===== src/rtl/secuenciador_suma_pkg.sv =====
// Shared definitions for the multi-word add/subtract sequencer:
// FSM encodings, word width and the one-bit full-adder cell.
package secuenciador_suma_pkg;

  localparam int PAL_W = 8;

  typedef enum logic [1:0] {
    IDLE = 2'b00,
    SUMA = 2'b01,
    FIN  = 2'b10
  } estado_e;

  // Returns {carry_out, sum} of a single-bit full adder.
  function automatic logic [1:0] full_add(input logic x, input logic y, input logic c);
    full_add = {(x & y) | (c & (x ^ y)), x ^ y ^ c};
  endfunction

endpackage


===== src/rtl/secuenciador_suma_if.sv =====
// Operand/result handshake bundle between the operand source, the sequencer
// and the result consumer.
interface secuenciador_suma_if
  import secuenciador_suma_pkg::*;
#(
  parameter int NPAL = 4
) ();

  localparam int W = PAL_W * NPAL;

  logic         start;
  logic         sub;
  logic [W-1:0] a;
  logic [W-1:0] b;
  logic         ci;
  logic         busy;
  logic         done;
  logic [W-1:0] s;
  logic         co;
  logic         ov;

  modport master (
    output start, sub, a, b, ci,
    input  busy, done, s, co, ov
  );

  modport slave (
    input  start, sub, a, b, ci,
    output busy, done, s, co, ov
  );

endinterface


===== src/rtl/secuenciador_suma_sum_rizado.sv =====
// SUM_RIZADO: combinational 8-bit ripple-carry adder shared by the sequencer.
// A non-zero PwrC isolates the operands while the adder is not in use.
module secuenciador_suma_sum_rizado
  import secuenciador_suma_pkg::*;
#(
  parameter int PwrC = 0
) (
  input  logic             en,
  input  logic [PAL_W-1:0] a,
  input  logic [PAL_W-1:0] b,
  input  logic             ci,
  output logic [PAL_W-1:0] s,
  output logic             co
);

  logic             iso_s;
  logic [PAL_W-1:0] a_g_s;
  logic [PAL_W-1:0] b_g_s;
  logic [PAL_W:0]   c_s;
  logic [1:0]       fa_s;

  // Operand isolation followed by the bit-serial carry chain.
  always_comb begin
    iso_s = (PwrC != 0) ? en : 1'b1;
    a_g_s = a & {PAL_W{iso_s}};
    b_g_s = b & {PAL_W{iso_s}};
    c_s   = {(PAL_W + 1){1'b0}};
    s     = {PAL_W{1'b0}};
    fa_s  = 2'b00;
    c_s[0] = ci & iso_s;
    for (int i = 0; i < PAL_W; i++) begin
      fa_s       = full_add(a_g_s[i], b_g_s[i], c_s[i]);
      s[i]       = fa_s[0];
      c_s[i + 1] = fa_s[1];
    end
    co = c_s[PAL_W];
  end

endmodule


===== src/rtl/secuenciador_suma.sv =====
// Multi-word add/subtract sequencer: one byte per clock, LSB first, through a
// single shared 8-bit ripple adder with a registered inter-word carry.
module secuenciador_suma
  import secuenciador_suma_pkg::*;
#(
  parameter int NPAL = 4,
  parameter int PwrC = 0
) (
  input  logic                clk,
  input  logic                rst,
  secuenciador_suma_if.slave  bus
);

  localparam int W  = PAL_W * NPAL;
  localparam int KW = $clog2(NPAL);

  estado_e                      state_q, state_d;
  logic [KW-1:0]                k_q, k_d;
  logic [NPAL-1:0][PAL_W-1:0]   a_q, a_d;
  logic [NPAL-1:0][PAL_W-1:0]   b_q, b_d;
  logic [NPAL-1:0][PAL_W-1:0]   s_q, s_d;
  logic                         carry_q, carry_d;
  logic                         co_q, co_d;
  logic                         ov_q, ov_d;
  logic                         busy_q, busy_d;
  logic                         done_q, done_d;

  logic                         en_s;
  logic [PAL_W-1:0]             sum_s;
  logic                         cout_s;

  secuenciador_suma_sum_rizado #(
    .PwrC (PwrC)
  ) u_sum_rizado (
    .en (en_s),
    .a  (a_q[k_q]),
    .b  (b_q[k_q]),
    .ci (carry_q),
    .s  (sum_s),
    .co (cout_s)
  );

  // Next-state, word sequencing and result update.
  always_comb begin
    state_d = state_q;
    k_d     = k_q;
    a_d     = a_q;
    b_d     = b_q;
    s_d     = s_q;
    carry_d = carry_q;
    co_d    = co_q;
    ov_d    = ov_q;
    busy_d  = (state_q != IDLE);
    done_d  = (state_q == FIN);
    en_s    = 1'b0;

    case (state_q)
      IDLE: begin
        // done_q still high means the result is being consumed this cycle.
        if (bus.start && !done_q) begin
          state_d = SUMA;
          k_d     = {KW{1'b0}};
          a_d     = bus.a;
          b_d     = bus.sub ? ~bus.b : bus.b;
          carry_d = bus.sub ? 1'b1 : bus.ci;
        end else begin
          state_d = IDLE;
        end
      end
      SUMA: begin
        en_s       = 1'b1;
        s_d[k_q]   = sum_s;
        carry_d    = cout_s;
        if (k_q == KW'(NPAL - 1)) begin
          state_d = FIN;
          k_d     = {KW{1'b0}};
        end else begin
          k_d = k_q + KW'(1);
        end
      end
      FIN: begin
        co_d    = carry_q;
        ov_d    = (a_q[NPAL-1][PAL_W-1] == b_q[NPAL-1][PAL_W-1]) &&
                  (s_q[NPAL-1][PAL_W-1] != a_q[NPAL-1][PAL_W-1]);
        state_d = IDLE;
      end
      default: begin
        state_d = IDLE;
      end
    endcase
  end

  // State and output registers.
  always_ff @(posedge clk) begin
    if (rst) begin
      state_q <= IDLE;
      k_q     <= {KW{1'b0}};
      a_q     <= {W{1'b0}};
      b_q     <= {W{1'b0}};
      s_q     <= {W{1'b0}};
      carry_q <= 1'b0;
      co_q    <= 1'b0;
      ov_q    <= 1'b0;
      busy_q  <= 1'b0;
      done_q  <= 1'b0;
    end else begin
      state_q <= state_d;
      k_q     <= k_d;
      a_q     <= a_d;
      b_q     <= b_d;
      s_q     <= s_d;
      carry_q <= carry_d;
      co_q    <= co_d;
      ov_q    <= ov_d;
      busy_q  <= busy_d;
      done_q  <= done_d;
    end
  end

  assign bus.busy = busy_q;
  assign bus.done = done_q;
  assign bus.s    = s_q;
  assign bus.co   = co_q;
  assign bus.ov   = ov_q;

endmodule


===== src/flat_wrapper.sv =====
// flat-port wrapper written by rule: the top's interface ports become plain ports
module secuenciador_suma_flat import secuenciador_suma_pkg::*;
#(
  parameter int NPAL = 4,
  parameter int PwrC = 0
)
  (clk, rst, bus_start, bus_sub, bus_a, bus_b, bus_ci, bus_busy, bus_done, bus_s, bus_co, bus_ov);
  secuenciador_suma_if #(.NPAL(NPAL)) bus_i ();
  input  logic clk;
  input  logic rst;
  input wire logic [$bits(bus_i.start)-1:0] bus_start;
  input wire logic [$bits(bus_i.sub)-1:0] bus_sub;
  input wire logic [$bits(bus_i.a)-1:0] bus_a;
  input wire logic [$bits(bus_i.b)-1:0] bus_b;
  input wire logic [$bits(bus_i.ci)-1:0] bus_ci;
  output wire logic [$bits(bus_i.busy)-1:0] bus_busy;
  output wire logic [$bits(bus_i.done)-1:0] bus_done;
  output wire logic [$bits(bus_i.s)-1:0] bus_s;
  output wire logic [$bits(bus_i.co)-1:0] bus_co;
  output wire logic [$bits(bus_i.ov)-1:0] bus_ov;
  assign bus_i.start = bus_start;
  assign bus_i.sub = bus_sub;
  assign bus_i.a = bus_a;
  assign bus_i.b = bus_b;
  assign bus_i.ci = bus_ci;
  assign bus_busy = bus_i.busy;
  assign bus_done = bus_i.done;
  assign bus_s = bus_i.s;
  assign bus_co = bus_i.co;
  assign bus_ov = bus_i.ov;
  secuenciador_suma #(.NPAL(NPAL), .PwrC(PwrC)) u_core (.clk(clk), .rst(rst), .bus(bus_i));
endmodule

===== config.mk =====
export PLATFORM = sky130hd
export DESIGN_NAME = secuenciador_suma_flat
export DESIGN_NICKNAME = d
export VERILOG_FILES = /design/src/rtl/secuenciador_suma_pkg.sv /design/src/rtl/secuenciador_suma_if.sv /design/src/rtl/secuenciador_suma_sum_rizado.sv /design/src/rtl/secuenciador_suma.sv /design/src/flat_wrapper.sv
export SDC_FILE = /design/constraint.sdc
export NUM_CORES = 1
export LEC_CHECK = 0
export ABC_AREA = 1
export CAP_MARGIN = 20
export CORE_AREA = 2 2 101 103
export CTS_CLUSTER_DIAMETER = 30
export DETAILED_ROUTE_END_ITERATION = 8
export DIE_AREA = 0 0 103 105
export PLACE_DENSITY_LB_ADDON = 0.2
export SLEW_MARGIN = 10
export SYNTH_ARGS = -nofsm -noshare
export SYNTH_HDL_FRONTEND = slang
export SYNTH_HIERARCHICAL = 1
export SYNTH_SLANG_ARGS = --single-unit

===== constraint.sdc =====
create_clock -name clk -period 4.9 [get_ports clk]
set_input_delay 1.225 -clock clk [delete_from_list [all_inputs] [get_ports clk]]
set_output_delay 1.225 -clock clk [all_outputs]
set_load 0.02 [all_outputs]

Yosys cells after proc, flatten, opt, wreduce, memory -nomap -nowiden
Cells that the tools add are included.
{ "totals": {"regBits": 105, "inputBits": 69, "out_inout_bits": 36, "elab_cells": 96} }
{ "classes": {"add_sub_neg": 1, "order_cmp": 2, "n_eq_ne": 7, "mux": 17, "bitwise": 41, "n_reduce_logical": 9} }
{ "ops": {"columns": ["cell", "count"], "rows": [
  ["8-bit binary-select mux with 2-bit select", 2],
  ["32-bit bitwise mux", 1],
  ["32-bit 2-to-1 mux", 1],
  ["32-bit inverter", 1],
  ["8-bit 2-to-1 mux", 3],
  ["1-bit AND", 16],
  ["8-bit demux with 2-bit select", 1],
  ["1-bit XOR", 16],
  ["1-bit bitwise OR", 8],
  ["2-bit case mux with 2 select lines", 2],
  ["2-bit 2-to-1 mux", 3],
  ["2-bit == test (second input constant)", 2],
  ["2-bit by 1-bit inequality test with 1-bit output (second input constant)", 2],
  ["2-bit AND reduction", 2],
  ["2-bit nonzero test", 2],
  ["1-bit logical AND", 3],
  ["2-bit by 3-bit < comparator with 1-bit output (second input constant)", 1],
  ["1-bit 2-to-1 mux", 3],
  ["2-bit by 1-bit adder with 2-bit output (second input constant)", 1],
  ["2-bit by 1-bit == test with 1-bit output (second input constant)", 1],
  ["2-bit by 1-bit >= comparator with 1-bit output (second input constant)", 1],
  ["2-bit zero test", 1],
  ["1-bit case mux with 2 select lines", 1],
  ["1-bit == test", 1],
  ["2 further kinds", 2]
]} }

Depth between registers and ports, before layout
Gate-level depths: netlist of the first run.
{ "logic_depth": {"word_depth": 20, "depth_mapped": 20, "depth_no_buf": 19} }

By module
The synthesis of the first run kept the hierarchy.
{ "modules_own_cells": {"columns": ["module", "n_inst", "cells_per_inst", "area_each_um2", "seq_area_each_um2"], "rows": [
  ["secuenciador_suma", 1, 603, 4516.8, 2102.0],
  ["secuenciador_suma_sum_rizado", 1, 18, 197.7, 0.0]
]} }

Worst setup path after synthesis of the first run
No wires, ideal clock.
{ "synth_path": {"kind": "register -> register", "startpoint": "register u_core.k_q[0]", "endpoint": "register u_core.s_q (netlist bit u_core/bus.s[31])", "setup_time_ns": 0.070, "t_arrival_ns": 4.186, "required_ns": 4.830, "path_slack_ns": 0.644, "path_stages_with_launch": 19, "n_path_buf": 1, "synth_period_minus_slack_ns": 4.256, "cell_sequence": "dfxtp_1 > inv_1 > clkbuf_1 > o21ai_0 > o22ai_1 > inv_1 > fa_1 > inv_1 > fa_1 > fa_1 > fa_1 > fa_1 > fa_1 > fa_1 > inv_1 > fa_1 > inv_1 > nand3_1 > a21oi_1"} }
{ "synth_via": {"elab_chain_len": 19, "word_cells_on_any_way": 40, "cone_classes": "2 x order compare; 7 x mux; 30 x bitwise; 1 x reduce/logical"} }
{ "synth_lines": {"columns": ["item", "line_no", "source"], "rows": [
  ["start: declaration", "secuenciador_suma.sv:18", "logic [KW-1:0] k_q, k_d;"],
  ["start signal: assignment", "secuenciador_suma.sv:97", "k_q <= {KW{1'b0}};"],
  ["start signal: assignment", "secuenciador_suma.sv:108", "k_q <= k_d;"],
  ["8-bit binary-select mux with 2-bit select (on tied branches)", "secuenciador_suma.sv:36, secuenciador_suma.sv:37", null],
  ["8-bit 2-to-1 mux (on tied branches)", "secuenciador_suma.sv:36, secuenciador_suma.sv:37", null],
  ["1-bit XOR", "secuenciador_suma_pkg.sv:15", "full_add = {(x & y) | (c & (x ^ y)), x ^ y ^ c};"],
  ["1-bit AND", "secuenciador_suma_pkg.sv:15", null],
  ["1-bit bitwise OR", "secuenciador_suma_pkg.sv:15", null],
  ["1-bit AND", "secuenciador_suma_pkg.sv:15", null],
  ["1-bit bitwise OR", "secuenciador_suma_pkg.sv:15", null],
  ["1-bit AND", "secuenciador_suma_pkg.sv:15", null],
  ["[4 not listed]", null, null],
  ["1-bit bitwise OR", "secuenciador_suma_pkg.sv:15", null],
  ["1-bit AND", "secuenciador_suma_pkg.sv:15", null],
  ["1-bit bitwise OR", "secuenciador_suma_pkg.sv:15", null],
  ["1-bit AND", "secuenciador_suma_pkg.sv:15", null],
  ["1-bit bitwise OR", "secuenciador_suma_pkg.sv:15", null],
  ["1-bit XOR (*)", "secuenciador_suma_pkg.sv:15", null],
  ["net u_core.sum_s[7]", "secuenciador_suma.sv:29", "logic [PAL_W-1:0] sum_s;"],
  ["32-bit bitwise mux (*)", "secuenciador_suma.sv:72", "s_d[k_q] = sum_s;"],
  ["end signal: assignment", "secuenciador_suma.sv:100", "s_q <= {W{1'b0}};"],
  ["end: declaration", "secuenciador_suma.sv:21", "logic [NPAL-1:0][PAL_W-1:0] s_q, s_d;"]
]} }
The timed path passes the listed nets; every way through them passes the cells marked *. The select of a mux whose other input is x is not followed.
A chain may end at the register's enable or synchronous reset.

Worst setup path after layout of the first run
{ "layout_path": {"startpoint": "register u_core.k_q[0]", "endpoint": "register u_core.s_q (netlist bit u_core/bus.s[7])"} }
Same word-level chain as after synthesis.

==> flow_metrics.env, run 1 <==
export IMPL_drc=0
export IMPL_antenna_left=0
export IMPL_r2r_slack_ns=0.50
export IMPL_drive_gt1_share_pct=4.83
export IMPL_drt_initial_drc_count=172
export IMPL_crit_family="adder cells"
export IMPL_period_minus_slack_ns=4.40
export IMPL_cp_end_kind="flop"
export IMPL_start_util_pct=48.9
export IMPL_reg2reg_from="u_core/k_q[0]$_SDFFE_PP0P_"
export IMPL_grt_overflow=0
export IMPL_dr_pass1_iters=4
export IMPL_post_cts_buffers=0
export IMPL_setup_slack_ns=0.500
export IMPL_rows=36
export IMPL_path_clk_slew_ns=0.10
export IMPL_ys_ff_latch=105
export IMPL_cts_sinks=105
export IMPL_cp_common_cell="fa_1"
export IMPL_grt_usage_pct=21.4
export IMPL_diodes=0
export IMPL_arrival_ns=4.70
export IMPL_outcome="complete, no violations"
export IMPL_path_depth=17
export IMPL_worst_slew_pin_slew_ns=0.965
export IMPL_final_setup_tns_ns=0
export IMPL_power_density_mw_per_mm2=315
export IMPL_yosys_area_top_type="dfxtp_1"
export IMPL_critPathLaunchType="flop"
export IMPL_final_nets=780
export IMPL_yosys_warnings=6
export IMPL_grt_pass1_vias=3895
export IMPL_antenna_found_initial=0
export IMPL_crit_start="u_core/k_q[0]$_SDFFE_PP0P_"
export IMPL_hold_path_class="reg -> reg"
export IMPL_worstPathMaxFanout=12
export IMPL_critPathRequiredTime_ns=5.19
export IMPL_cap_violations=0
export IMPL_cp_slowest_cell="fa_1"
export IMPL_final_cell_mix="nand2_1 (108), dfxtp_1 (105), clkdlybuf4s50_1 (102)"
export IMPL_skew_ns=0.0122
export IMPL_p_leak_nw=2.25
export IMPL_synth_area_per_cell_sq_um=7.59
export IMPL_dieArea_sq_mm=0.0108
export IMPL_setup_violations=0
export IMPL_routed_wl_mm=11.2
export IMPL_yosysTopAreaCellShare_pct=44.6
export IMPL_cts_path_max_buffers=2
export IMPL_insertion_delay_ns=0.36
export IMPL_drv_slew=0
export IMPL_portBuffers=104
export IMPL_cp_num_buf_inv=5
export IMPL_core_sq_mm=0.00964
export IMPL_gp_congestion=0.890
export IMPL_cts_tree="yes"
export IMPL_critical_path_max_stage_delay_ns=0.41
export IMPL_dp_hpwl_mm=8.13
export IMPL_synthTopCellsByArea="dfxtp_1 (45%), nand2_1 (8.6%), nor2_1 (8.0%), a21oi_1 (7.4%), o21ai_0 (7.0%)"
export IMPL_root_buffer="clkbuf_8"
export IMPL_grt_max_degree=73
export IMPL_htreeDepth=3
export IMPL_min_period_over_period_pct=89.8
export IMPL_routedWlPerCell_um=13.3
export IMPL_syn_instance_count=621
export IMPL_worstPathCellList="inv_1 > o21ai_0 > o22ai_1 > inv_1 > fa_1 > inv_1 > fa_1 > fa_1 > fa_1 > fa_1 > fa_1 > fa_1 > inv_1 > fa_1 > inv_1 > nand3_1 > a21oi_1"
export IMPL_synth_fp_nets=702
export IMPL_ctsHoldBuffers=0
export IMPL_max_freq_mhz=227
export IMPL_yosysUniqueCellTypes=20
export IMPL_endpoint="u_core/bus.s[7]$_SDFFE_PP0P_"
export IMPL_dr_total_vias=4254
export IMPL_max_slew_margin_pct=35.6
export IMPL_finalHoldViolCount=0
export IMPL_reg2reg_to="u_core/bus.s[7]$_SDFFE_PP0P_"
export IMPL_die_y_um=105
export IMPL_area_growth_pct=25.3
export IMPL_vdd_ir_drop_worst_v=0.000157
export IMPL_cts_resized_gates=0
export IMPL_dp_slack_ns=0.533
export IMPL_worstRegToRegCells=17
export IMPL_netlist_area_sq_mm=0.00471
export IMPL_fp_dieW_um=103
export IMPL_via_per_inst=5.08
export IMPL_nFillCells=956
export IMPL_yosysSeqAreaShare_pct=44.6
export IMPL_crit_type="reg -> reg"
export IMPL_cts_buffers=9
export IMPL_final_common_cell="nand2_1"
export IMPL_grt_first_pass_wirelength_mm=18.4
export IMPL_ios=105
export IMPL_rsz0062_at_grt="no"
[per-stage QoR]
step	total power [mW]	utilization, %	hold WS, ns	area [sq um]	instances
floorplan	1.23	-	0.440	4710	621
global placement	1.38	59.4	0.450	5730	821
detailed placement	1.39	59.4	0.453	5730	821
CTS	1.87	61.3	0.467	5910	837
global route	1.95	61.3	0.487	5910	837
finish	1.86	61.3	0.464	5910	837
[per-layer routing]
layer  routed length (um)  global-route usage [%]  share of wire (%)
met1                 4900                    28.7                 44
met2                 5460                    34.6                 49
met3                  617                    3.08                5.5
met4                  184                    8.08                1.6
met5                    0                       0                  0
[how the worst min path moves through the flow]
stage,cells after the start,from,to
6_report,2,u_core/bus.s[20]$_SDFFE_PP0P_,u_core/bus.s[20]$_SDFFE_PP0P_
5_1_grt,2,u_core/bus.s[0]$_SDFFE_PP0P_,u_core/bus.s[0]$_SDFFE_PP0P_
4_1_cts,2,u_core/bus.s[10]$_SDFFE_PP0P_,u_core/bus.s[10]$_SDFFE_PP0P_
3_5_place_dp,2,u_core/bus.s[20]$_SDFFE_PP0P_,u_core/bus.s[20]$_SDFFE_PP0P_
3_3_place_gp,2,u_core/bus.s[10]$_SDFFE_PP0P_,u_core/bus.s[10]$_SDFFE_PP0P_
2_1_floorplan,2,u_core/b_q[16]$_SDFFE_PP0P_,u_core/b_q[16]$_SDFFE_PP0P_
[report_power, final]
| group | internal (mW) | switching, mW |
|---|---|---|
| Sequential | 0.910 | 0.0357 |
| Clock | 0.201 | 0.288 |
| Combinational | 0.178 | 0.248 |
[worst min-delay path, cell delays in order, from the launching register on]
cell and delay (ns):
dfxtp_1 0.32, nand2_1 0.06, a21oi_1 0.05
[synth_stat cells, drive strengths merged]
cell    number
nor2       101
fa           8
o21ai       66
nand3b       1
nand2      114
o22ai       16
clkbuf      20
a21oi       70
ha           4
inv         24
buf         24
nand3       36
dfxtp      105
xor2        32
[logic make-up after synthesis]
logic type | count (synthesis) | share of synthesized area (%)
compound gates | 152 | 16.6
flops | 105 | 44.6
xor+xnor | 32 | 5.94
fa+ha+maj | 12 | 4.46
simple gates | 252 | 21.5
buf+inv | 68 | 6.98
[final cells by class]
| class | count | area [sq um] | area share [%] |
|---|---|---|---|
| clock buffer | 11 | 141 | 2.39 |
| inverter | 24 | 90.1 | 1.53 |
| sequential | 105 | 2100 | 35.6 |
| tap | 133 | 166 | 2.82 |
| multi-input combinational | 448 | 2280 | 38.7 |
| timing repair buffer | 111 | 1080 | 18.3 |
| clock inverter | 5 | 40.0 | 0.678 |
[state kept, by name, indices dropped and copies added (netlist names)]
signal           count
u_core/a_q          32
u_core/b_q          32
u_core/bus.busy      1
u_core/bus.co        1
u_core/bus.done      1
u_core/bus.ov        1
u_core/bus.s        32
u_core/carry_q       1
u_core/k_q           2
u_core/state_q       2
Power figures use the tool's default switching activity.
==> run 2: changes to the inputs <==
Settings changed: ABC_AREA 1 to not set, CORE_AREA 2 2 101 103 to 2 2 99 101, DIE_AREA 0 0 103 105 to 0 0 101 103, TNS_END_PERCENT set to 30.
==> flow_metrics.env, run 2 <==
export IMPL_skew_ns=0.0112
export IMPL_yosysUniqueCellTypes=27
export IMPL_netlist_area_sq_mm=0.00459
export IMPL_insertion_delay_ns=0.35
export IMPL_finalPower_mw=1.86
export IMPL_p_clk_share_pct=31.4
export IMPL_synth_area_per_cell_sq_um=9.07
export IMPL_max_freq_mhz=216
export IMPL_synthTopCellsByCount="dfxtp_1 (105), nand2_1 (98), a21oi_1 (65)"
export IMPL_yosys_warnings=6
export IMPL_arrival_ns=4.90
export IMPL_dpl_cell_area_sq_mm=0.00561
export IMPL_power_density_mw_per_mm2=318
export IMPL_cts_sinks=105
export IMPL_ios=105
export IMPL_period_minus_slack_ns=4.62
export IMPL_holdWs_ns=0.459
export IMPL_switching_share_pct=26.1
export IMPL_drive_gt1_share_pct=6.81
export IMPL_drt_initial_drc_count=152
export IMPL_rows=36
export IMPL_seq_power_share_pct=50.4
export IMPL_yosysSeqAreaShare_pct=45.8
export IMPL_diodes=0
export IMPL_portBuffers=104
export IMPL_reg2reg_from="u_core/k_q[0]$_SDFFE_PP0P_"
export IMPL_path_clk_slew_ns=0.09
export IMPL_p_leak_nw=2.04
export IMPL_worstPathMaxFanout=19
export IMPL_reg2reg_to="u_core/bus.s[7]$_SDFFE_PP0P_"
export IMPL_finalHoldViolCount=0
export IMPL_min_delay_start="u_core/bus.s[20]$_SDFFE_PP0P_"
export IMPL_yosysTopAreaCellShare_pct=45.8
export IMPL_grt_overflow=0
export IMPL_setup_violations=0
export IMPL_hold_depth=2
export IMPL_synth_edf_count=0
export IMPL_area_growth_pct=27.4
export IMPL_routedWlPerCell_um=15.2
export IMPL_core_sq_mm=0.00946
export IMPL_fin_area_sq_mm=0.00585
export IMPL_ys_ff_latch=105
export IMPL_vdd_ir_drop_worst_v=0.000154
export IMPL_cts_buffers=9
export IMPL_synthTopCellsByArea="dfxtp_1 (46%), nand2_1 (8.0%), mux4_2 (7.9%), a21oi_1 (7.1%), xnor2_1 (6.1%)"
export IMPL_grt_usage_pct=21.3
export IMPL_crit_type="reg -> reg"
export IMPL_holdPathEnd="u_core/bus.s[20]$_SDFFE_PP0P_"
export IMPL_antenna_found_initial=0
export IMPL_drc=0
export IMPL_dieArea_sq_mm=0.0104
export IMPL_die_y_um=103
export IMPL_dp_hpwl_mm=7.62
export IMPL_critPathLaunchType="flop"
export IMPL_fp_dieW_um=101
export IMPL_final_setup_tns_ns=0
export IMPL_routed_wl_mm=10.7
export IMPL_ys_flop_type="dfxtp_1"
export IMPL_power_frac_comb_pct=18.2
export IMPL_post_cts_buffers=0
export IMPL_final_cell_mix="dfxtp_1 (105), clkdlybuf4s50_1 (102), nand2_1 (98)"
export IMPL_worst_slew_pin_slew_ns=1.07
export IMPL_htreeDepth=3
export IMPL_cts_tree="yes"
export IMPL_grt_pass1_vias=3549
export IMPL_gp_congestion=0.790
export IMPL_final_common_cell="dfxtp_1"
export IMPL_ctsHoldBuffers=0
export IMPL_r2r_slack_ns=0.28
export IMPL_grt_max_degree=107
export IMPL_cts_path_max_buffers=2
export IMPL_worstRegToRegCells=13
export IMPL_synth_fp_nets=587
export IMPL_hold_path_class="reg -> reg"
export IMPL_outcome="complete, no violations"
export IMPL_start_util_pct=48.5
export IMPL_cp_end_kind="flop"
export IMPL_critPathRequiredTime_ns=5.17
export IMPL_synthArstFlopShare_pct=0
export IMPL_grt_first_pass_wirelength_mm=17.2
export IMPL_cts_resized_gates=0
export IMPL_syn_instance_count=506
export IMPL_cap_violations=0
export IMPL_power_switching_uw=484
export IMPL_antenna_left=0
export IMPL_dr_pass1_iters=7
export IMPL_synth_most_common_cell="dfxtp_1"
export IMPL_min_period_over_period_pct=94.4
export IMPL_root_buffer="clkbuf_8"
export IMPL_drv_slew=0
export IMPL_dr_total_vias=3740
export IMPL_rsz0062_at_grt="no"
export IMPL_max_slew_margin_pct=28.4
export IMPL_p_int_mw=1.37
export IMPL_final_nets=665
export IMPL_via_per_inst=5.34
export IMPL_yosys_area_top_type="dfxtp_1"
## run 2: cell types whose count changed in the layout (fill, tap and decap cells not counted), sizes merged, moves of 16 or more
cell    change
nand2      -16
mux4       +16
a211oi     +32
nor2       -63
xor2       -32
o21ai      -65
xnor2      +32
o22ai      -16
## run 2: cell type report
type,instances,area (sq um)
repair buffers,110,1090
well taps,114,143
inverters,13,48.8
fillers,851,3610
flip-flops and latches,105,2100
multi-input cells,345,2250
clock inverters,3,65.1
clock buffers,11,151
## run 2: how the worst max path moves through the flow
| stage | startpoint | end | slack [ns] | cells past startpoint |
|---|---|---|---|---|
| 6_report | u_core/k_q[0]$_SDFFE_PP0P_ | u_core/bus.s[7]$_SDFFE_PP0P_ | 0.28 | 13 |
| 5_1_grt | u_core/k_q[0]$_SDFFE_PP0P_ | u_core/bus.s[23]$_SDFFE_PP0P_ | 0.03 | 16 |
| 4_1_cts | u_core/k_q[0]$_SDFFE_PP0P_ | u_core/bus.s[7]$_SDFFE_PP0P_ | 0.27 | 16 |
| 3_5_place_dp | u_core/k_q[0]$_SDFFE_PP0P_ | u_core/bus.s[7]$_SDFFE_PP0P_ | 0.30 | 16 |
| 3_3_place_gp | u_core/k_q[0]$_SDFFE_PP0P_ | u_core/bus.s[7]$_SDFFE_PP0P_ | 0.41 | 16 |
| 2_1_floorplan | u_core/k_q[1]$_SDFFE_PP0P_ | u_core/bus.s[31]$_SDFFE_PP0P_ | 0.30 | 17 |
## run 2: layer usage
layer  global-route usage [%]  vias to the layer above  share of wire [%]
li1                         -                     1876                  -
met1                     26.0                     1732                 43
met2                     38.4                      122                 50
met3                     4.34                       10                5.5
met4                     6.34                        0                1.2
met5                        0                        -                  0
## run 2: worst max-delay path, cell delays in order, from the launching register on
cell	delay, ns
dfxtp_1	0.37
buf_4	0.31
mux4_2	0.59
fa_1	0.47
fa_1	0.40
fa_1	0.40
fa_1	0.40
fa_1	0.39
fa_1	0.37
inv_1	0.08
fa_1	0.40
inv_1	0.13
nand3_1	0.09
a21oi_1	0.15
## run 2: kinds of logic after synthesis
| group | share of synthesized area, % |
|---|---|
| simple gates | 17.2 |
| flops | 45.8 |
| compound gates | 13.1 |
| buf+inv | 5.13 |
| xor+xnor | 6.11 |
| mux | 8.07 |
| fa+ha+maj | 4.58 |
## run 2: per-stage QoR
step                instances  utilization, %  setup WS [ns]
finish                    701            61.8          0.276
global route              701            61.8         0.0290
CTS                       700            61.6          0.274
detailed placement        686            59.4          0.298
global placement          686            59.4          0.411
floorplan                 506               -          0.303
## run 2: power by group through the flow
stage               Clock [mW]  Combinational [mW]  Sequential (mW)
floorplan                    0               0.206            0.952
global placement             0               0.330            0.952
detailed placement           0               0.338            0.956
CTS                      0.590               0.338            0.936
global route             0.624               0.370            0.942
finish                   0.584               0.339            0.936
==> run 3: changes to the inputs <==
Settings changed: SETUP_SLACK_MARGIN set to 0.1.
==> flow_metrics.env, run 3 (synthesis gave the netlist of run 2 again) <==
export IMPL_outcome="complete, no violations"
export IMPL_fp_dieW_um=101
export IMPL_critPathRequiredTime_ns=5.17
export IMPL_routedWlPerCell_um=15.3
export IMPL_reg2reg_from="u_core/k_q[1]$_SDFFE_PP0P_"
export IMPL_setup_slack_ns=0.307
export IMPL_worstPathCellList="buf_4 > buf_4 > mux4_2 > fa_1 > fa_1 > fa_1 > fa_1 > fa_1 > fa_1 > inv_1 > fa_1 > inv_1 > nand3_1 > a21oi_1"
export IMPL_final_nets=665
export IMPL_cp_num_buf_inv=4
export IMPL_insertion_delay_ns=0.36
export IMPL_grt_usage_pct=21.3
export IMPL_drt_initial_drc_count=165
export IMPL_antenna_left=0
export IMPL_routed_wl_mm=10.7
export IMPL_cts_tree="yes"
export IMPL_vdd_ir_drop_worst_v=0.000154
export IMPL_dr_total_vias=3745
export IMPL_grt_max_degree=107
export IMPL_r2r_slack_ns=0.31
export IMPL_finalHoldViolCount=0
export IMPL_post_cts_buffers=0
export IMPL_min_period_over_period_pct=93.7
export IMPL_cts_buffers=9
export IMPL_grt_pass1_vias=3549
export IMPL_gp_congestion=0.790
export IMPL_arrival_ns=4.87
export IMPL_ios=105
export IMPL_period_minus_slack_ns=4.59
export IMPL_hold_depth=2
export IMPL_cp_end_kind="flop"
export IMPL_reg2reg_to="u_core/bus.s[7]$_SDFFE_PP0P_"
export IMPL_ctsHoldBuffers=0
export IMPL_crit_type="reg -> reg"
export IMPL_root_buffer="clkbuf_8"
export IMPL_final_common_cell="dfxtp_1"
export IMPL_cts_resized_gates=0
export IMPL_hold_path_class="reg -> reg"
export IMPL_p_leak_nw=2.04
export IMPL_final_setup_tns_ns=0
export IMPL_rows=36
export IMPL_holdPathEnd="u_core/bus.s[27]$_SDFFE_PP0P_"
export IMPL_diodes=0
export IMPL_dieArea_sq_mm=0.0104
export IMPL_path_depth=14
export IMPL_drive_gt1_share_pct=6.81
export IMPL_crit_family="adder cells"
export IMPL_path_clk_slew_ns=0.09
export IMPL_worst_slew_pin_slew_ns=1.05
export IMPL_grt_overflow=0
export IMPL_dr_pass1_iters=4
export IMPL_holdWs_ns=0.459
export IMPL_cp_common_cell="fa_1"
export IMPL_start_util_pct=48.5
export IMPL_final_cell_mix="dfxtp_1 (105), clkdlybuf4s50_1 (102), nand2_1 (98)"
export IMPL_htreeDepth=3
export IMPL_power_density_mw_per_mm2=318
export IMPL_core_sq_mm=0.00946
export IMPL_critical_path_max_stage_delay_ns=0.47
export IMPL_rsz0062_at_grt="no"
export IMPL_die_y_um=103
export IMPL_dp_hpwl_mm=7.62
export IMPL_drc=0
export IMPL_min_delay_start="u_core/bus.s[27]$_SDFFE_PP0P_"
export IMPL_max_freq_mhz=218
export IMPL_skew_ns=0.0124
export IMPL_area_growth_pct=27.5
export IMPL_cp_slowest_cell="fa_1"
export IMPL_portBuffers=104
export IMPL_max_slew_margin_pct=30.0
export IMPL_finalPower_mw=1.86
export IMPL_via_per_inst=5.34
export IMPL_cts_sinks=105
export IMPL_antenna_found_initial=0
export IMPL_worstRegToRegCells=14
export IMPL_worstPathMaxFanout=11
export IMPL_cap_violations=0
export IMPL_crit_start="u_core/k_q[1]$_SDFFE_PP0P_"
export IMPL_setup_violations=0
export IMPL_drv_slew=0
export IMPL_grt_first_pass_wirelength_mm=17.2
export IMPL_cts_path_max_buffers=2
export IMPL_dp_slack_ns=0.298
export IMPL_critPathLaunchType="flop"
==> run 3: cell counts in the layout (fill, tap and decap cells not counted) <==
Identical to the previous run, type by type.
==> run 3: cell type report <==
type,instances,area (sq um)
clock buffer,11,151
clock inverter,3,65.1
fill,849,3610
inverter,13,48.8
multi-input combinational,345,2250
sequential,105,2100
tap,114,143
timing repair buffer,110,1090
==> run 3: where the power goes <==
group | internal, mW | switching, mW
clock network | 0.310 | 0.274
logic | 0.160 | 0.179
registers | 0.904 | 0.0312
total | 1.37 | 0.484
==> run 3: layer usage <==
layer	part of all wire [%]	wire length, um	GRT usage [%]	up-vias
met5	0	0	0	-
met4	1.6	174	6.34	0
met3	4.8	508	4.34	16
met2	51	5400	38.4	106
met1	43	4610	26.0	1749
li1	-	-	-	1874
==> run 3: worst max-delay path by stage <==
| stage | end |
|---|---|
| after detailed placement | u_core/bus.s[7]$_SDFFE_PP0P_ |
| final | u_core/bus.s[7]$_SDFFE_PP0P_ |
| after global routing | u_core/bus.s[23]$_SDFFE_PP0P_ |
| after floorplan | u_core/bus.s[31]$_SDFFE_PP0P_ |
| after CTS | u_core/bus.s[7]$_SDFFE_PP0P_ |
| after global placement | u_core/bus.s[7]$_SDFFE_PP0P_ |
==> run 3: through the flow <==
| stage | util, % | instances | area, sq um |
|---|---|---|---|
| 3_5_place_dp | 59.4 | 686 | 5610 |
| 5_1_grt | 61.8 | 701 | 5850 |
| 6_report | 61.8 | 701 | 5850 |
| 2_1_floorplan | - | 506 | 4590 |
| 4_1_cts | 61.6 | 700 | 5830 |
| 3_3_place_gp | 59.4 | 686 | 5610 |
==> run 3: worst reg2reg max path, delay by kind of cell (launching register included) <==
kind                       cells  cell delay (ns)
AOI/OAI and AO/OA              1             0.15
adders and majority gates      7             2.86
buffers and inverters          4             0.67
DFF                            1             0.38
muxes                          1             0.36
and+or+nand+nor                1             0.09
==> RTL edit 1 (settings of run 1) <==
Re-encode `estado_e` (3 values) as one-hot, 3 bits wide.
--- a/src/rtl/secuenciador_suma_pkg.sv
+++ b/src/rtl/secuenciador_suma_pkg.sv
@@ -5,8 +5,8 @@
   localparam int PAL_W = 8;
 
-  typedef enum logic [1:0] {
-    IDLE = 2'b00,
-    SUMA = 2'b01,
-    FIN  = 2'b10
+  typedef enum logic [2:0] {
+    IDLE = 3'b001,
+    SUMA = 3'b010,
+    FIN  = 3'b100
   } estado_e;
 
Function: same outputs for any inputs over 10 cycles, from zero or initial values and one cycle with rst high; not proved beyond that.
==> RTL edit 1 against run 1 <==
Area after synthesis up 0.80%. Routed wire length up 2.7%. Total power down 4.5%. Sequential power up 1%. Critical path depth down 1. Global-route usage up 0.11 points. Sequential share of layout area down 0.055 points. Maximum frequency down 3.3%. Clock power up 3%. Cell area up 1.2%. Sequential cell count up 1. Setup slack worse by 150 ps. Non-clock buffer count up 2. Critical path type unchanged. Critical endpoint is now u_core/bus.s[31]$_SDFFE_PP0P_.
==> RTL edit 1: results (changes against run 1) <==
worst_setup_ep_type: "flop"
grt_pass1_vias: 3918  # +0.59%
worst_hold_path_type: "reg -> reg"
placedCellCount: 823  # +0.24%
status: "completed"
worst_clock_skew_ps: 16.9  # +4.62 ps
critical-path-max-stage-delay_ps: 430  # +20 ps
initial_antenna_violation_count: 0  # unchanged
nFillCells: 898  # -6.1%
firstDrtPassIters: 6  # +2
cp-start-kind: "flop"
vias: 4220  # -0.80%
crit_family: "adder cells"
synth.area.top_cells: "dfxtp_1 (45%), nor2_1 (13%), o21ai_0 (8.2%)"
holdPathStages: 2  # unchanged
finalNetCount: 784  # +0.51%
largest_net_degree_at_the_start_of_global_routing: 70  # -4.1%
register_to_register_path_depth: 16  # -1
syn-instance-count: 623  # +0.32%
worst_ep_arrival_time_ps: 4840  # +140 ps
post_route_cells_drive_above_1_share_pct: 5.51  # +0.68 points
synth_top_cells_by_count: "nor2_1 (166), dfxtp_1 (106), o21ai_0 (78)"
root_buffer_cell: "clkbuf_8"
dp_hpwl_mm: 8.22  # +1.2%
fin_tns_setup_ps: 0  # unchanged
tightestPinTransition_ps: 905  # -60.2 ps
global_route.usage.total_pct: 21.5  # +0.11 points
power.static_leakage_nw: 2.33  # +3.4%
drt_iter0_markers: 221  # +28%
finalWeightedCongestion: 0.846  # -5.0%
synth.yosys.seq_area_share_pct: 44.7  # +0.069 points
clk_transition_reported_paths_ps: 100  # about the same
routed_via_density: 5.02  # -1.3%
syn-num-nets: 704  # +0.28%
synth-warning-count: 6  # unchanged
finalHoldViolCount: 0  # unchanged
async_flop_share_pct: 0  # unchanged
crit_slowest_cell: "dfxtp_2"
synth.distinct_cells: 25  # +25%
worst-path-max-fanout: 12  # unchanged
synth_ff_type: "dfxtp_1"
cts.htree.levels: 3  # unchanged
place.port_buffers: 104  # unchanged
global_route_wire_length_before_repair_mm: 18.6  # +1.0%
total_cell_area_at_the_placement_stage_um2: 5770  # +0.79%
clock_path_buffers: 2  # unchanged
worst_skew_pair.late_latency_ps: 360  # about the same
cts_made_buffers: 9  # unchanged
ir_worst_vdd_uv: 149  # -5.1%
diodes: 0  # unchanged
routed_wirelength_mm: 11.5  # +2.7%
-- RTL edit 1: final timing paths --
kind / start / end / slack, ps
worst max-delay path: u_core/k_q[0]$_SDFFE_PP0P_ / u_core/bus.s[31]$_SDFFE_PP0P_ / 350
worst min-delay path: u_core/bus.s[26]$_SDFFE_PP0P_ / u_core/bus.s[26]$_SDFFE_PP0P_ / 470
worst min register to register: u_core/bus.s[26]$_SDFFE_PP0P_ / u_core/bus.s[26]$_SDFFE_PP0P_ / 470
worst max register to register: u_core/k_q[0]$_SDFFE_PP0P_ / u_core/bus.s[31]$_SDFFE_PP0P_ / 350
-- RTL edit 1: metrics by stage --
stage | worst slack (ps) | utilization, % | total power, W | hold WS (ps)
final | 350 | 62.0 | 0.00178 | 465
after global routing | 48.5 | 62.0 | 0.00187 | 496
after CTS | 291 | 61.8 | 0.00179 | 466
after detailed placement | 333 | 59.9 | 0.00129 | 452
after global placement | 446 | 59.9 | 0.00129 | 450
after floorplan | 630 | - | 0.00117 | 449
-- RTL edit 1: logic make-up (layout without fill, tap and decap cells) --
| logic type | count (synthesis) | in the layout | synth area share (%) |
|---|---|---|---|
| AO/OA/AOI/OAI | 151 | 151 | 16.4 |
| XOR/XNOR | 32 | 32 | 5.90 |
| adder cells (fa/ha/maj) | 12 | 12 | 4.42 |
| buffers and inverters | 66 | 151 | 7.00 |
| flip-flops | 106 | 106 | 44.7 |
| AND/OR/NAND/NOR | 256 | 256 | 21.7 |
-- RTL edit 1: layer usage --
metal | track usage, % | share of wire, % | vias to the layer above
li1 | - | - | 2189
met1 | 29.2 | 46 | 1901
met2 | 34.8 | 48 | 118
met3 | 3.28 | 4.6 | 12
met4 | 7.14 | 1.1 | 0
met5 | 0 | 0 | -
-- RTL edit 1: what timing repair did --
item / 4_1_cts / 5_1_grt
hold buffers: 0 / 0
resized for setup: 0 / 3
setup buffers: 0 / 2
setup endpoints to repair: 0 / 4
-- RTL edit 1: area by class of cell --
class / instances / area (um2) / share of cell area, %
well taps: 133 / 166 / 2.78
multi-input cells: 451 / 2300 / 38.4
clock inverters: 5 / 46.3 / 0.774
flip-flops and latches: 106 / 2120 / 35.5
clock buffers: 11 / 141 / 2.36
inverters: 22 / 87.6 / 1.46
repair buffers: 113 / 1120 / 18.7
-- RTL edit 1: worst min-delay path, delay by kind of cell, from the launching register on --
kind	cells	cell delay [ps]
DFF	1	320
AOI/OAI and AO/OA	1	50
and+or+nand+nor	1	60
-- RTL edit 1: where the power goes --
part / internal, W / switching, W / total (W)
Clock: 0.000207 / 0.000299 / 0.000506
Combinational: 0.000138 / 0.000179 / 0.000317
Sequential: 0.000917 / 0.0000376 / 0.000955
Total: 0.00126 / 0.000515 / 0.00178
==> RTL edit 2 (config.mk and constraints of run 1) <==
Without the edit above. `PAL_W`: 8 -> 9.
--- a/src/rtl/secuenciador_suma_pkg.sv
+++ b/src/rtl/secuenciador_suma_pkg.sv
@@ -3,5 +3,5 @@
 package secuenciador_suma_pkg;
 
-  localparam int PAL_W = 8;
+  localparam int PAL_W = 9;
 
   typedef enum logic [1:0] {
Interface: changed (resized bus_a, bus_b and bus_s); port bits go from 105 to 117. The function was not compared with the original's and may differ.
==> RTL edit 2 against run 1 <==
Routed wire length up 25%. Sequential cell count up 12. Cell area up 19%. First-iteration DRC count up 98%. Setup slack worse by 260 ps. Area after synthesis up 13%. Largest cell class unchanged. Cell count up 11%. Total power up 47%. Largest power group is now clock.
==> RTL edit 2: results (changes against run 1) <==
power.static_leakage_nw: 2.73  # +21%
register_to_register_setup_slack_ps: 240  # -260 ps
post_route_cells_drive_above_1_share_pct: 8.26  # +3.4 points
initial_antenna_violation_count: 0  # unchanged
register_to_register_path_depth: 18  # +1
status: "completed"
crit_type: "reg -> reg"
final.hold.worst_slack_ps: 458  # -6.24 ps
firstDrtPassIters: 5  # +1
detailedPlace.worstSlack_ps: 61.1  # -472 ps
wl_per_cell_um: 14.9  # +12%
clk_transition_reported_paths_ps: 50  # -50 ps
syn-num-nets: 780  # +11%
worst_skew_pair.late_latency_ps: 510  # +150 ps
grt_pass1_vias: 4712  # +21%
timing.max_slew.rel_slack_pct: 35.8  # +0.17 points
global_route.usage.total_pct: 26.5  # +5.1 points
diodes: 0  # unchanged
critPathLaunch: "u_core/k_q[1]$_SDFFE_PP0P_"
worst_setup_path_endpoint: "u_core/bus.s[35]$_SDFFE_PP0P_"
async_flop_share_pct: 0  # unchanged
synth-xor-area-share_pct: 5.92  # -0.028 points
syn-instance-count: 690  # +11%
global_route_wire_length_before_repair_mm: 22.3  # +21%
critical-path-max-stage-delay_ps: 410  # about the same
cts_made_buffers: 17  # +8
synth_top_cells_by_count: "nand2_1 (119), dfxtp_1 (117), nor2_1 (112)"
compound_cell_area_share_of_the_yosys_netlist_pct: 16.5  # -0.031 points
worst-path-max-fanout: 8  # -4
total_cell_area_at_the_placement_stage_um2: 6440  # +12%
worst_ep_arrival_time_ps: 5090  # +390 ps
finalNetCount: 881  # +13%
synth_adder_area_share_pct: 4.32  # -0.14 points
crit_family: "adder cells"
dp_hpwl_mm: 9.49  # +17%
cts.htree.levels: 4  # +1
synth.distinct_cells: 27  # +35%
place.port_buffers: 116  # +12%
largest_net_degree_at_the_start_of_global_routing: 81  # +11%
drt_iter0_markers: 341  # +98%
holdPathEnd: "u_core/bus.s[31]$_SDFFE_PP0P_"
final_period_minus_worst_setup_slack_ps: 4660  # +260 ps
synth.area.top_cells: "dfxtp_1 (44%), nand2_1 (8.4%), nor2_1 (7.9%)"
synth.yosys.seq_area_share_pct: 44.0  # -0.63 points
holdPathStages: 2  # unchanged
synth-warning-count: 6  # unchanged
worst_clock_skew_ps: 11.1  # -1.15 ps
routed_wirelength_mm: 13.9  # +25%
ir_worst_vdd_uv: 223  # +42%
finalWeightedCongestion: 0.886  # -0.40%
placedCellCount: 902  # +9.9%
hold_path_startpoint: "u_core/bus.s[31]$_SDFFE_PP0P_"
vias: 5034  # +18%
[RTL edit 2: cell count changes in the layout (fill, tap and decap cells not counted), moves of 8 or more]
| cell | change |
|---|---|
| nor2_1 | +12 |
| clkbuf_16 | +16 |
| clkdlybuf4s50_1 | +12 |
| nand2_1 | +11 |
| buf_4 | +8 |
| dfxtp_1 | +10 |
[RTL edit 2: final cells by class]
type                       instances  area (um2)
clock buffer                      22         483
clock inverter                     5        75.1
fill                             760        2600
inverter                          24        97.6
multi-input combinational        499        2580
sequential                       117        2350
tap                              133         166
timing repair buffer             132        1280
[RTL edit 2: cell families after synthesis]
group	after synthesis
compound gates	170
xor+xnor	36
buf+inv	74
fa+ha+maj	13
simple gates	280
flops	117
[RTL edit 2: worst register-to-register path: cells and delay by family, from the launching register on]
| kind | cells | cell delay, ps |
|---|---|---|
| AND/OR/NAND/NOR | 1 | 110 |
| buffers and inverters | 5 | 470 |
| adder cells (fa/ha/maj) | 9 | 3260 |
| flip-flops | 1 | 390 |
| AO/OA/AOI/OAI | 3 | 370 |
[RTL edit 2: power by group]
group | leakage, nW | internal [W] | total (W) | switching [W]
clock | 0.280 | 0.000772 | 0.00116 | 0.000391
combinational | 1.49 | 0.000210 | 0.000510 | 0.000301
sequential | 0.960 | 0.00102 | 0.00106 | 0.0000447
total | 2.73 | 0.00200 | 0.00274 | 0.000736
[RTL edit 2: metal layers]
metal / GRT usage [%] / share of wire, % / routed length (um) / vias to the layer above
li1: - / - / - / 2450
met1: 32.9 / 40 / 5550 / 2314
met2: 43.7 / 50 / 6970 / 235
met3: 7.02 / 7.5 / 1040 / 35
met4: 9.68 / 2.4 / 338 / 0
met5: 0 / 0 / 0 / -
[RTL edit 2: what timing repair did]
action,in CTS,in global routing
resized for setup,0,12
hold buffers,0,0
endpoints found under the setup margin,0,4
setup buffers,0,3
